$ cat config.mk
export PLATFORM = sky130hd
export DESIGN_NAME = demodulator
export DESIGN_NICKNAME = d
export VERILOG_FILES = /design/src/rtl/packet_pkg.sv /design/src/rtl/pkt_fifo.sv /design/src/rtl/demodulator.sv
export SDC_FILE = /design/constraint.sdc
export NUM_CORES = 1
export LEC_CHECK = 0
export CAP_MARGIN = 10
export CORE_MARGIN = 2
export CORE_UTILIZATION = 50
export DETAILED_ROUTE_END_ITERATION = 7
export PLACE_DENSITY = 0.74
export RECOVER_POWER = 100
export SKIP_CTS_REPAIR_TIMING = 1
export SYNTH_ARGS = -nofsm -noshare
export SYNTH_HDL_FRONTEND = slang
export SYNTH_SLANG_ARGS = --single-unit
$ cat constraint.sdc
create_clock -name clk -period 15.45 [get_ports clk]
set_input_delay 4.635 -clock clk [delete_from_list [all_inputs] [get_ports clk]]
set_output_delay 4.635 -clock clk [all_outputs]
set_load 0.1 [all_outputs]
$ cat src/rtl/packet_pkg.sv
// Shared packet payload type and counter widths for the waveguide receive path.
package packet_pkg;

  localparam int unsigned DEST_W      = 32;
  localparam int unsigned TS_W        = 32;
  localparam int unsigned PAYLOAD_W   = 64;
  localparam int unsigned DEMOD_CNT_W = 16;

  typedef struct packed {
    logic [DEST_W-1:0]    dest;
    logic [TS_W-1:0]      timestamp;
    logic [PAYLOAD_W-1:0] payload;
  } packet_t;

endpackage

$ cat src/rtl/pkt_fifo.sv
// Show-ahead packet FIFO with registered head, full, empty and occupancy.
module pkt_fifo
  import packet_pkg::*;
#(
  parameter  int unsigned DEPTH = 4,
  localparam int unsigned PTR_W = $clog2(DEPTH),
  localparam int unsigned CNT_W = PTR_W + 1
) (
  input  logic             clk,
  input  logic             rst,
  input  logic             push,
  input  packet_t          push_data,
  input  logic             pop,
  output packet_t          head,
  output logic             full,
  output logic             empty,
  output logic [CNT_W-1:0] count
);

  packet_t          mem [DEPTH];
  logic [PTR_W-1:0] wr_ptr;
  logic [PTR_W-1:0] rd_ptr;
  logic [PTR_W-1:0] rd_ptr_nxt;
  logic [CNT_W-1:0] count_nxt;
  logic             push_ok;
  logic             pop_ok;

  // Qualify requests and compute next read pointer and occupancy.
  always_comb begin
    pop_ok     = pop && !empty;
    push_ok    = push && (!full || pop_ok);
    rd_ptr_nxt = pop_ok ? rd_ptr + PTR_W'(1) : rd_ptr;
    count_nxt  = count;
    if (push_ok && !pop_ok) begin
      count_nxt = count + CNT_W'(1);
    end else if (!push_ok && pop_ok) begin
      count_nxt = count - CNT_W'(1);
    end
  end

  // Storage array; contents are don't-care until written.
  always_ff @(posedge clk) begin
    if (push_ok) begin
      mem[wr_ptr] <= push_data;
    end
  end

  // Pointers, flags and the registered head entry. When the new write lands
  // at the next read slot (buffer empty after this cycle's pop) the head is
  // bypassed from push_data, since mem has not been written yet.
  always_ff @(posedge clk or posedge rst) begin
    if (rst) begin
      wr_ptr <= '0;
      rd_ptr <= '0;
      count  <= '0;
      full   <= 1'b0;
      empty  <= 1'b1;
      head   <= '0;
    end else begin
      if (push_ok) begin
        wr_ptr <= wr_ptr + PTR_W'(1);
      end
      rd_ptr <= rd_ptr_nxt;
      count  <= count_nxt;
      full   <= (count_nxt == CNT_W'(DEPTH));
      empty  <= (count_nxt == CNT_W'(0));
      head   <= (push_ok && (wr_ptr == rd_ptr_nxt)) ? push_data : mem[rd_ptr_nxt];
    end
  end

endmodule

$ cat src/rtl/demodulator.sv
// Receiver node: photodetection delay line, destination filter, receive buffer
// and accept/overflow counters.
module demodulator
  import packet_pkg::*;
#(
  parameter int unsigned DELAY = 2,
  parameter int unsigned DEPTH = 4
) (
  input  logic                   clk,
  input  logic                   rst,
  input  packet_t                in_data,
  input  logic                   in_valid,
  input  logic [31:0]            node_id,
  output packet_t                out_data,
  output logic                   out_valid,
  input  logic                   out_ready,
  output logic [DEMOD_CNT_W-1:0] rx_count,
  output logic [DEMOD_CNT_W-1:0] drop_count
);

  localparam int unsigned CNT_W = $clog2(DEPTH) + 1;
  localparam int unsigned LAST  = DELAY - 1;

  packet_t          stage_pkt [DELAY];
  logic             stage_vld [DELAY];
  packet_t          last_pkt;
  logic             match;
  logic             pop;
  logic             push;
  logic             drop;
  logic             fifo_full;
  logic             fifo_empty;
  logic [CNT_W-1:0] fifo_count;

  // Detection delay line; shifts every cycle regardless of buffer state.
  always_ff @(posedge clk or posedge rst) begin
    if (rst) begin
      for (int unsigned i = 0; i < DELAY; i++) begin
        stage_pkt[i] <= '0;
        stage_vld[i] <= 1'b0;
      end
    end else begin
      stage_pkt[0] <= in_data;
      stage_vld[0] <= in_valid;
      for (int unsigned i = 1; i < DELAY; i++) begin
        stage_pkt[i] <= stage_pkt[i-1];
        stage_vld[i] <= stage_vld[i-1];
      end
    end
  end

  // Address filter and buffer admission; a full buffer still accepts when
  // the head leaves in the same cycle.
  always_comb begin
    last_pkt = stage_pkt[LAST];
    match    = stage_vld[LAST] && (last_pkt.dest == node_id);
    pop      = out_valid && out_ready;
    push     = match && (!fifo_full || pop);
    drop     = match && fifo_full && !pop;
  end

  assign out_valid = !fifo_empty;

  pkt_fifo #(
    .DEPTH (DEPTH)
  ) u_fifo (
    .clk       (clk),
    .rst       (rst),
    .push      (push),
    .push_data (last_pkt),
    .pop       (pop),
    .head      (out_data),
    .full      (fifo_full),
    .empty     (fifo_empty),
    .count     (fifo_count)
  );

  // Accepted packets wrap; overflow losses saturate.
  always_ff @(posedge clk or posedge rst) begin
    if (rst) begin
      rx_count   <= '0;
      drop_count <= '0;
    end else begin
      if (push) begin
        rx_count <= rx_count + DEMOD_CNT_W'(1);
      end
      if (drop && (drop_count != '1)) begin
        drop_count <= drop_count + DEMOD_CNT_W'(1);
      end
    end
  end

`ifndef SYNTHESIS
  // Arrival log and buffer flag consistency check.
  always @(posedge clk) begin
    if (!rst) begin
      if (push) begin
        $display("Demodulator %0d received packet ID %0d", node_id, last_pkt.timestamp);
      end
      assert (fifo_full == (fifo_count == CNT_W'(DEPTH)))
        else $error("demodulator: buffer full flag disagrees with occupancy");
    end
  end
`endif

endmodule
==> flow_metrics.tcl <==
set metrics [dict create \
    cts_tree "built" \
    crit_buf_inv 2 \
    hold_slack_ps 336.3 \
    clk_pin_slew_worst_paths_ps 60 \
    netlist_area_um2 32160 \
    synth_area_per_cell_um2 22.13 \
    fp-row-count 92 \
    critPathMaxFanout 52 \
    clockBufferDepth 3 \
    min_period_ps 11060 \
    drive_gt1_frac 0.2122 \
    tightest_slew_ps 3811 \
    grt_pass1_wl_mm 95.79 \
    end_kind "flip-flop" \
    fp.dieW_um 257.6 \
    nNetsFinal 2015 \
    status "complete, but fails checks" \
    synth_edf_count 512 \
    ys_seq_area_frac 0.8104 \
    cts_made_buffers 93 \
    final.period_utilization 0.7158 \
    fin_area_um2 39470 \
    final_common_cell "edfxtp_1" \
    slew_violations 325 \
    multi_input_area_um2 5767 \
    regArea_um2 26060 \
    drt.antenna.violating_nets 0 \
    finalClockSkew_ps 20.78 \
    post-place-ws_ps 5748 \
    synthFlopType "edfxtp_1" \
    die_y_um 257.6 \
    antenna_found_initial 4 \
    drc 0 \
    ys_types 44 \
    violations "max-capacitance violations, max-slew violations" \
    core-area_um2 63310 \
    power.density_nw_per_um2 203.7 \
    initial_core_util 0.5080 \
    layout_setup_ws_ps 4391 \
    synthArstFlopShare 0.4547 \
    nFillCells 4259 \
    grt_use_total 0.1901 \
    ys_seq_elements 939 \
    vias_per_cell 5.337 \
    final_cell_count_no_fill 2772 \
    dp_hpwl_mm 35.08 \
    critPathTopFamily "simple AND/OR/NAND/NOR gates" \
    grt_pass1_vias 15978 \
    synth_nets 1625 \
    dieArea_um2 66360 \
    wl_mm 61.31 \
    finalSetupTns_ps 0 \
    syn_inst 1453 \
    worstSkewPairLatency_ps 630 \
    fmax_mhz 90.43 \
    cts-root-buf "clkbuf_16" \
    cp_slowest_cell "nor4_1" \
    cts.sinks 939 \
    placed_area_um2 36420 \
    finalSetupViolCount 0 \
    cp_data_arrival_time_ps 11310 \
    min_path_type "reg -> reg" \
    cellLeakagePower_nw 14.51 \
    critPathKind "in -> reg" \
    drt-initial-drc-count 949 \
    yosys.area.top_type "edfxtp_1" \
    layout_common_cells "edfxtp_1, dfrtp_1, dlygate4sd3_1" \
    peakVddDrop_mv 0.1614 \
    gp_congestion 0.7778 \
    vias 14794 \
    ys_warn_count 0 \
    path_cells "dlygate4sd3_1 -> xnor2_1 -> nand4_1 -> or4_1 -> nor4_1 -> and2_0 -> buf_4" \
    cp-start-kind "primary input" \
    htree_num_levels 3 \
    syn_to_final_growth_pct 22.74 \
    slowest_delay_ps 2160 \
    slew_headroom -1.541 \
    grt_setup_unrepaired "false" \
    wire_per_inst_um 22.12 \
    boundaryPins 325 \
    synth.area.top_cells "edfxtp_1, dfrtp_1, mux4_2, mux2_2, xnor2_1" \
    dp_cells 2594 \
    gr-total-overflow 0 \
    required_ps 15700 \
    io_buffers 324 \
    drtPass1Iterations 5 \
    synth.top_cell.area_share 0.4781 \
    cap_violations 8 \
    finalHoldViolations 0 \
    grt_max_degree 146 \
]
synthesized netlist by cell type, drive strengths merged, types with 2 or more instances:
master,count
nor2,13
xor2,15
mux4,128
nand3,15
nand4,23
and2,7
nand2b,3
dfrtp,426
buf,29
inv,16
nor2b,2
clkbuf,16
and4,3
or4,2
edfxtp,512
ha,8
and3,8
xnor2,53
o21ai,5
mux2,130
a21oi,2
nand2,9
a22o,2
nor3,8
nor4,9
flip-flops by register name, indices dropped and copies added, names as in the netlist:
| signal | cells |
|---|---|
| u_fifo.empty | 1 |
| last_pkt | 128 |
| u_fifo.head | 128 |
| stage_pkt | 128 |
| rx_count | 16 |
| u_fifo.wr_ptr | 2 |
| u_fifo.rd_ptr | 2 |
| u_fifo.count | 3 |
| u_fifo.full | 1 |
| drop_count | 16 |
| stage_vld | 2 |
| u_fifo.mem | 512 |
worst register-to-register path, delay by kind of cell, from the launching register on:
| family | cells | cell delay (ps) |
|---|---|---|
| xor gates and xnor gates | 1 | 570 |
| buffers and inverters | 1 | 900 |
| DFF | 1 | 460 |
| and+or+nand+nor | 4 | 4650 |
cell families after synthesis:
kind of cell,share of synthesized area
flip-flops,0.8104
multiplexers,0.1352
AND/OR/NAND/NOR,0.02050
XOR/XNOR,0.01875
buffers and inverters,0.008637
AO/OA/AOI/OAI,0.003463
adder cells (fa/ha/maj),0.003113
final timing paths:
kind | slack [ps] | from | cells after the start | endpoint
max | 4390 | node_id[20] | 7 | u_fifo.mem[3][113]$_DFFE_PP_
min | 340 | stage_pkt[224]$_DFF_PP0_ | 0 | last_pkt[96]$_DFF_PP0_
max reg2reg | 8480 | last_pkt[116]$_DFF_PP0_ | 6 | u_fifo.mem[3][113]$_DFFE_PP_
min reg2reg | 340 | stage_pkt[224]$_DFF_PP0_ | 0 | last_pkt[96]$_DFF_PP0_
max in group asynchronous | 6090 | rst | 4 | last_pkt[13]$_DFF_PP0_
min in group asynchronous | 4560 | rst | 2 | stage_pkt[132]$_DFF_PP0_
where the power goes:
| group | internal [mW] | total, mW | switching, mW |
|---|---|---|---|
| Clock | 1.37 | 2.28 | 0.912 |
| Sequential | 2.87 | 3.00 | 0.128 |
| Combinational | 0.892 | 2.76 | 1.86 |
| Total | 5.13 | 8.04 | 2.90 |
final cells by class:
type / instances / share of cell area
Tap cell: 846 / 0.02682
Antenna cell: 3 / 0.0001902
Clock inverter: 41 / 0.01325
Timing Repair Buffer: 340 / 0.08530
Multi-Input combinational cell: 453 / 0.1461
Inverter: 16 / 0.001553
Clock buffer: 134 / 0.06654
Sequential cell: 939 / 0.6603
metal layers:
layer  up-vias  track usage  share of wire
li1       6375            -              -
met1      7880       0.2733           0.44
met2       438       0.3040           0.49
met3       101      0.03347          0.048
met4         0      0.05491          0.024
met5         -            0              0
stage by stage:
step                      total power, mW    util
after floorplan                     5.188       -
after global placement              5.875  0.5753
after detailed placement            5.881  0.5753
after CTS                           8.194  0.6251
after global routing                8.330  0.6234
final                               8.039  0.6235
No activity file was read; power rests on OpenSTA's default activity.
==> RTL edit 1 (same settings) <==
`DELAY`: 2 -> 4.
--- a/src/rtl/demodulator.sv
+++ b/src/rtl/demodulator.sv
@@ -5,3 +5,3 @@
 #(
-  parameter int unsigned DELAY = 2,
+  parameter int unsigned DELAY = 4,
   parameter int unsigned DEPTH = 4
Behaviour: not the same (a bounded check fails within 4 cycles, from zero or initial values and one cycle with rst high).
==> RTL edit 1 against the unedited design <==
The run still ends with capacitance limit, slew limit left. First-iteration DRC count increased by 18%. Final area is 19% higher. Total power up 15%. Worst setup slack got worse by 0.31 ns. Highest routed layer is now met5. Largest power group unchanged. Sequential cell count is 258 higher. Routed wire length grew 20%. Synthesized area grew 20%. Clock skew rose by 0.0027 ns. Sequential share of layout area increased by 3.4 points. Worst hold slack improved by 0.0031 ns. Largest cell class unchanged.
==> RTL edit 1: results (changes against the unedited design) <==
INFO  power          static-leakage-power=17.8nW [was 14.5 nW]
INFO  synth          ys_warn_count=0 [unchanged]
INFO  sta            max_slew.worst_pin.slew=4.70ns [was 3.81 ns]
INFO  clocking       tritoncts.num_buffers=112 [was 93]
INFO  setup_path     crit_arrival=11.94ns [was 11.31 ns]
INFO  synth          yosysSeqAreaShare=84.2% [was 81.0%]
INFO  clocking       cts.htree.levels=3 [unchanged]
INFO  global_route   grt_start_max_net_pins=173 [was 146]
INFO  clocking       cts.path.max_buffers=3 [unchanged]
INFO  global_route   grt_first_pass_wirelength=113,000um [was 95,800 um]
INFO  clocking       cts.reportedPaths.clkPinSlew=0.06ns [about the same]
INFO  setup_path     worst_path_largest_cell_delay=3.34ns [was 2.16 ns]
INFO  synth          synth-edff-count=512 [unchanged]
INFO  synth          synth_commonest_cells=dfrtp_1 (684), edfxtp_1 (512), mux2_2 (130) [was edfxtp_1 (512), dfrtp_1 (426), mux2_2 (130)]
INFO  route          detailed_routing_iterations_pass_1=5 [unchanged]
INFO  route          route.final.wire_length=73,700um [was 61,300 um]
INFO  hold_path      hold_path_class=reg -> reg [unchanged]
INFO  run_status     outcome=finished with violations [unchanged]
INFO  synth          synthArstFlopShare=57.2% [was 45.5%]
INFO  placement      finalWeightedCongestion=0.806 [was 0.778]
INFO  synth          synth.area.top_cells=dfrtp_1 (44%), edfxtp_1 (40%), mux4_2 (7.5%) [was edfxtp_1 (48%), dfrtp_1 (33%), mux4_2 (9.0%)]
INFO  placement      detailed_place_hpwl=42,400um [was 35,100 um]
INFO  final_layout   largestRegisters=u_fifo.mem x512, stage_pkt x384
INFO  final_layout   num-nets-final=2,295 [was 2,015]
INFO  setup_path     cp_max_fo=68 [was 52]
INFO  global_route   track_usage=19.1% [was 19.0%]
INFO  sta            timing_max_transition_violations_final=336 [was 325]
INFO  route          detailedRoute.firstIterationViolations=1,116 [was 949]
INFO  sta            final.setup_skew=0.0234ns [was 0.0208 ns]
INFO  setup_path     cp_top_family=buffers and inverters [was simple AND/OR/NAND/NOR gates]
INFO  run_status     violations=capacitance limit, slew limit [unchanged]
INFO  final_layout   max_reg_flops=512 [unchanged]
INFO  global_route   first_global_vias=18,500 [was 16,000]
INFO  clocking       cts_root_buf=clkbuf_16 [unchanged]
INFO  global_route   antenna_found_initial=3 [was 4]
INFO  job            max_cap_violations=7 [was 8]
INFO  final_layout   drive_gt1_share=21.1% [was 21.2%]
INFO  clocking       clock_insertion_delay_worst_skew=0.67ns [was 0.63 ns]
INFO  setup_path     cp_slowest_cell=clkbuf_1 [was nor4_1]
INFO  route          route.detailed.vias_per_inst=5.19 [was 5.34]
INFO  placement      io_buffer_count=324 [unchanged]
INFO  power          ir_worst_vdd=0.215mV [was 0.161 mV]
INFO  synth          postSynthNetCount=1,883 [was 1,625]
INFO  synth          count_of_cell_types_in_the_netlist=44 [unchanged]
[RTL edit 1: cell types whose count changed after synthesis, sizes merged]
| cell | change |
|---|---|
| dfrtp | +258 |
[RTL edit 1: path summary, 6_finish.rpt]
kind / cells past startpoint / startpoint / end / slack (ns)
worst max-delay path: 9 / out_ready / u_fifo.head[64] / 4.09
worst min-delay path: 0 / stage_pkt[369] / stage_pkt[241] / 0.34
worst max register to register: 8 / u_fifo.empty / u_fifo.head[64] / 8.24
worst min register to register: 0 / stage_pkt[369] / stage_pkt[241] / 0.34
max in group asynchronous: 3 / rst / u_fifo.head[49] / 6.42
min in group asynchronous: 2 / rst / stage_pkt[476] / 4.73
[RTL edit 1: routing by layer]
metal	vias to the layer above	routed length (um)	track usage (%)	part of all wire [%]
met4	2	1690	5.35	2.3
met5	-	13	0	0.018
li1	7236	-	-	-
met1	9023	31000	26.7	42
met3	111	4680	4.76	6.4
met2	518	36300	30.2	49
[RTL edit 1: layout make-up]
type                            instances  area, sq um
Antenna cell                            3         7.51
Clock buffer                          157         3290
Clock inverter                         55          479
Fill cell                            5179        29400
Inverter                               16         61.3
Multi-Input combinational cell        453         5790
Sequential cell                      1197        32500
Tap cell                             1030         1290
Timing Repair Buffer                  343         3380
[RTL edit 1: per-stage QoR]
| stage | power, mW | hold WS [ns] | cell area, sq um | cells | worst slack [ns] |
|---|---|---|---|---|---|
| finish | 9.24 | 0.339 | 46800 | 3254 | 4.09 |
| global route | 9.58 | 0.345 | 46800 | 3252 | 3.57 |
| CTS | 9.41 | 0.344 | 46900 | 3251 | 6.40 |
| detailed placement | 6.66 | 0.335 | 43100 | 3039 | 5.70 |
| global placement | 6.64 | 0.331 | 43100 | 3039 | 5.76 |
| floorplan | 5.93 | 0.331 | 38600 | 1711 | 1.44 |
[RTL edit 1: cells by family (layout without fill, tap and decap cells)]
family	count (synthesis)	in the layout	share of synthesized area, %
simple gates	105	105	1.71
xor+xnor	68	68	1.56
buf+inv	61	571	0.719
other cells	0	3	0
compound gates	14	14	0.288
flops	1197	1197	84.2
fa+ha+maj	8	8	0.259
mux	258	258	11.3
[RTL edit 1: report_power, final]
part	switching (mW)	total [mW]	internal [mW]
logic	1.89	2.77	0.883
clock network	1.15	2.73	1.58
registers	0.158	3.74	3.58
total	3.20	9.24	6.04
==> RTL edit 2 (same flow settings) <==
Without the edit above. Put one more register stage on the output `drop_count`, cleared by the reset. The value now appears one clock later. The other outputs are not delayed to match.
--- a/src/rtl/demodulator.sv
+++ b/src/rtl/demodulator.sv
@@ -22,2 +22,4 @@
   localparam int unsigned LAST  = DELAY - 1;
+
+  logic [DEMOD_CNT_W-1:0] drop_count_s0;
 
@@ -81,3 +83,3 @@
       rx_count   <= '0;
-      drop_count <= '0;
+      drop_count_s0 <= '0;
     end else begin
@@ -86,4 +88,4 @@
       end
-      if (drop && (drop_count != '1)) begin
-        drop_count <= drop_count + DEMOD_CNT_W'(1);
+      if (drop && (drop_count_s0 != '1)) begin
+        drop_count_s0 <= drop_count_s0 + DEMOD_CNT_W'(1);
       end
@@ -105,2 +107,10 @@
 
+  always_ff @(posedge clk or posedge rst) begin
+    if (rst) begin
+      drop_count <= '0;
+    end else begin
+      drop_count <= drop_count_s0;
+    end
+  end
+
 endmodule
Check against the original RTL: no difference found for any inputs over 4 cycles, from zero or initial values and one cycle with rst high; that may be too few to reach the edited logic, so the function may still have changed.
==> RTL edit 2 against the unedited design <==
The run still ends with capacitance limit, slew limit left. Sequential cell count up 16. Core utilization is 0.32 points lower. Final area grew 1.3%. Routed wire length increased by 2.6%. Worst setup slack worse by 0.67 ns. Total power is 1.2% higher. Synthesized area grew 1.2%. Final cell count rose by 1.1%. Critical path type unchanged.
==> RTL edit 2: results (changes against the unedited design) <==
INFO  run_status     outcome=finished with violations [unchanged]
INFO  run_status     violations=capacitance limit, slew limit [unchanged]
INFO  setup_path     reg2reg_from=last_pkt[109] [was last_pkt[116]]
INFO  setup_path     cp_max_fo=49 [was 52]
INFO  power          p_switching=2.94mW [was 2.90 mW]
INFO  power          static-leakage-power=14.8nW [was 14.5 nW]
INFO  synth          yosysSeqAreaShare=81.3% [was 81.0%]
INFO  global_route   first_global_vias=16,000 [about the same]
INFO  final_layout   seq_cell_count=955 [was 939]
INFO  final_layout   nFillCells=4,456 [was 4,259]
INFO  route          detailedRoute.firstIterationViolations=1,004 [was 949]
INFO  final_layout   diodes=4 [was 3]
INFO  hold_path      worst_hold_startpoint=stage_pkt[131] [was stage_pkt[224]]
INFO  placement      detailed_place_hpwl=36,700um [was 35,100 um]
INFO  placement      place.detailed.instances=2,623 [was 2,594]
INFO  global_route   antenna_found_initial=5 [was 4]
INFO  hold_path      hold-path-endpoint=last_pkt[3] [was last_pkt[96]]
INFO  final_layout   total_area_of_multi_input_combinational_cells=5780squm [was 5770 sq um]
INFO  synth          syn_area_per_cell=22.2squm [was 22.1 sq um]
INFO  setup_path     r2r-end=u_fifo.mem[2][33] [was u_fifo.mem[3][113]]
INFO  sta            timing_max_transition_violations_final=341 [was 325]
INFO  job            max_cap_violations=7 [was 8]
INFO  final_layout   drive_gt1_share=22.7% [was 21.2%]
INFO  global_route   grt_first_pass_wirelength=96,300um [was 95,800 um]
INFO  global_route   groute.layer.met2.usage=30.4% [about the same]
INFO  setup_path     flop2flop_setup_slack=7.82ns [was 8.48 ns]
INFO  final_layout   final-clk-cell-share=7.99% [was 7.98%]
INFO  power          seq-power=3.05mW [was 3.00 mW]
INFO  sta            max_slew.worst_pin.slew=4.83ns [was 3.81 ns]
INFO  final_layout   final_core_util=62.0% [was 62.3%]
INFO  global_route   grt_start_max_net_pins=161 [was 146]
INFO  synth          synthArstFlopShare=46.4% [was 45.5%]
INFO  route          routedWlPerCell=22.4um [was 22.1 um]
INFO  synth          synth.area.top_cells=edfxtp_1 (47%), dfrtp_1 (34%), mux4_2 (8.9%) [was edfxtp_1 (48%), dfrtp_1 (33%), mux4_2 (9.0%)]
INFO  placement      finalWeightedCongestion=0.799 [was 0.778]
INFO  placement      placed_cell_area=36,900squm [was 36,400 sq um]
INFO  final_layout   clockBufferCount=128 [was 134]
INFO  die            rows=93 [was 92]
INFO  final_layout   signal_buffers=344 [was 340]
INFO  route          number_of_vias_in_the_routed_layout=14,900 [was 14,800]
INFO  final_layout   final-instance-count-excl-fill=2,803 [was 2,772]
INFO  setup_path     worst_path_largest_cell_delay=2.21ns [was 2.16 ns]
INFO  final_layout   buf_share=8.51% [was 8.53%]
INFO  global_route   track_usage=19.1% [was 19.0%]
==> RTL edit 2: worst max path at each step <==
| stage | from | endpoint | slack, ns | cells past startpoint |
|---|---|---|---|---|
| floorplan | rst | drop_count[0] | 4.83 | 1 |
| global placement | node_id[13] | u_fifo.mem[0][118] | 5.58 | 8 |
| detailed placement | node_id[13] | u_fifo.mem[1][105] | 5.47 | 8 |
| CTS | node_id[13] | u_fifo.mem[1][123] | 6.11 | 8 |
| global route | node_id[13] | u_fifo.mem[2][27] | 3.00 | 7 |
| finish | node_id[13] | u_fifo.mem[2][33] | 3.72 | 7 |
==> RTL edit 2: worst max-delay path: cells and delay by family <==
family                    cells  cell delay (ns)
and+or+nand+nor               4             5.24
buffers and inverters         2             1.43
xor gates and xnor gates      1             0.57
==> RTL edit 2: per-layer routing <==
layer / share of wire (%) / vias to the layer above
li1: - / 6452
met1: 43 / 7915
met2: 49 / 429
met3: 6.3 / 79
met4: 1.8 / 4
met5: 0.043 / -
==> RTL edit 2: cell families (layout without fill, tap and decap cells) <==
family	Yosys count	after routing	synth area share [%]
AO/OA/AOI/OAI	14	14	0.342
other	0	4	0
multiplexers	258	258	13.3
buffers and inverters	61	536	0.853
XOR/XNOR	68	68	1.85
adder cells (fa/ha/maj)	8	8	0.307
flip-flops	955	955	81.3
AND/OR/NAND/NOR	105	105	2.03
==> RTL edit 2: through the flow <==
stage               setup WS [ns]  power, mW  hold WS (ns)
finish                       3.72       8.14         0.336
global route                 3.00       8.44         0.333
CTS                          6.11       8.25         0.328
detailed placement           5.47       5.93         0.335
global placement             5.58       5.91         0.331
floorplan                    4.83       5.23         0.331
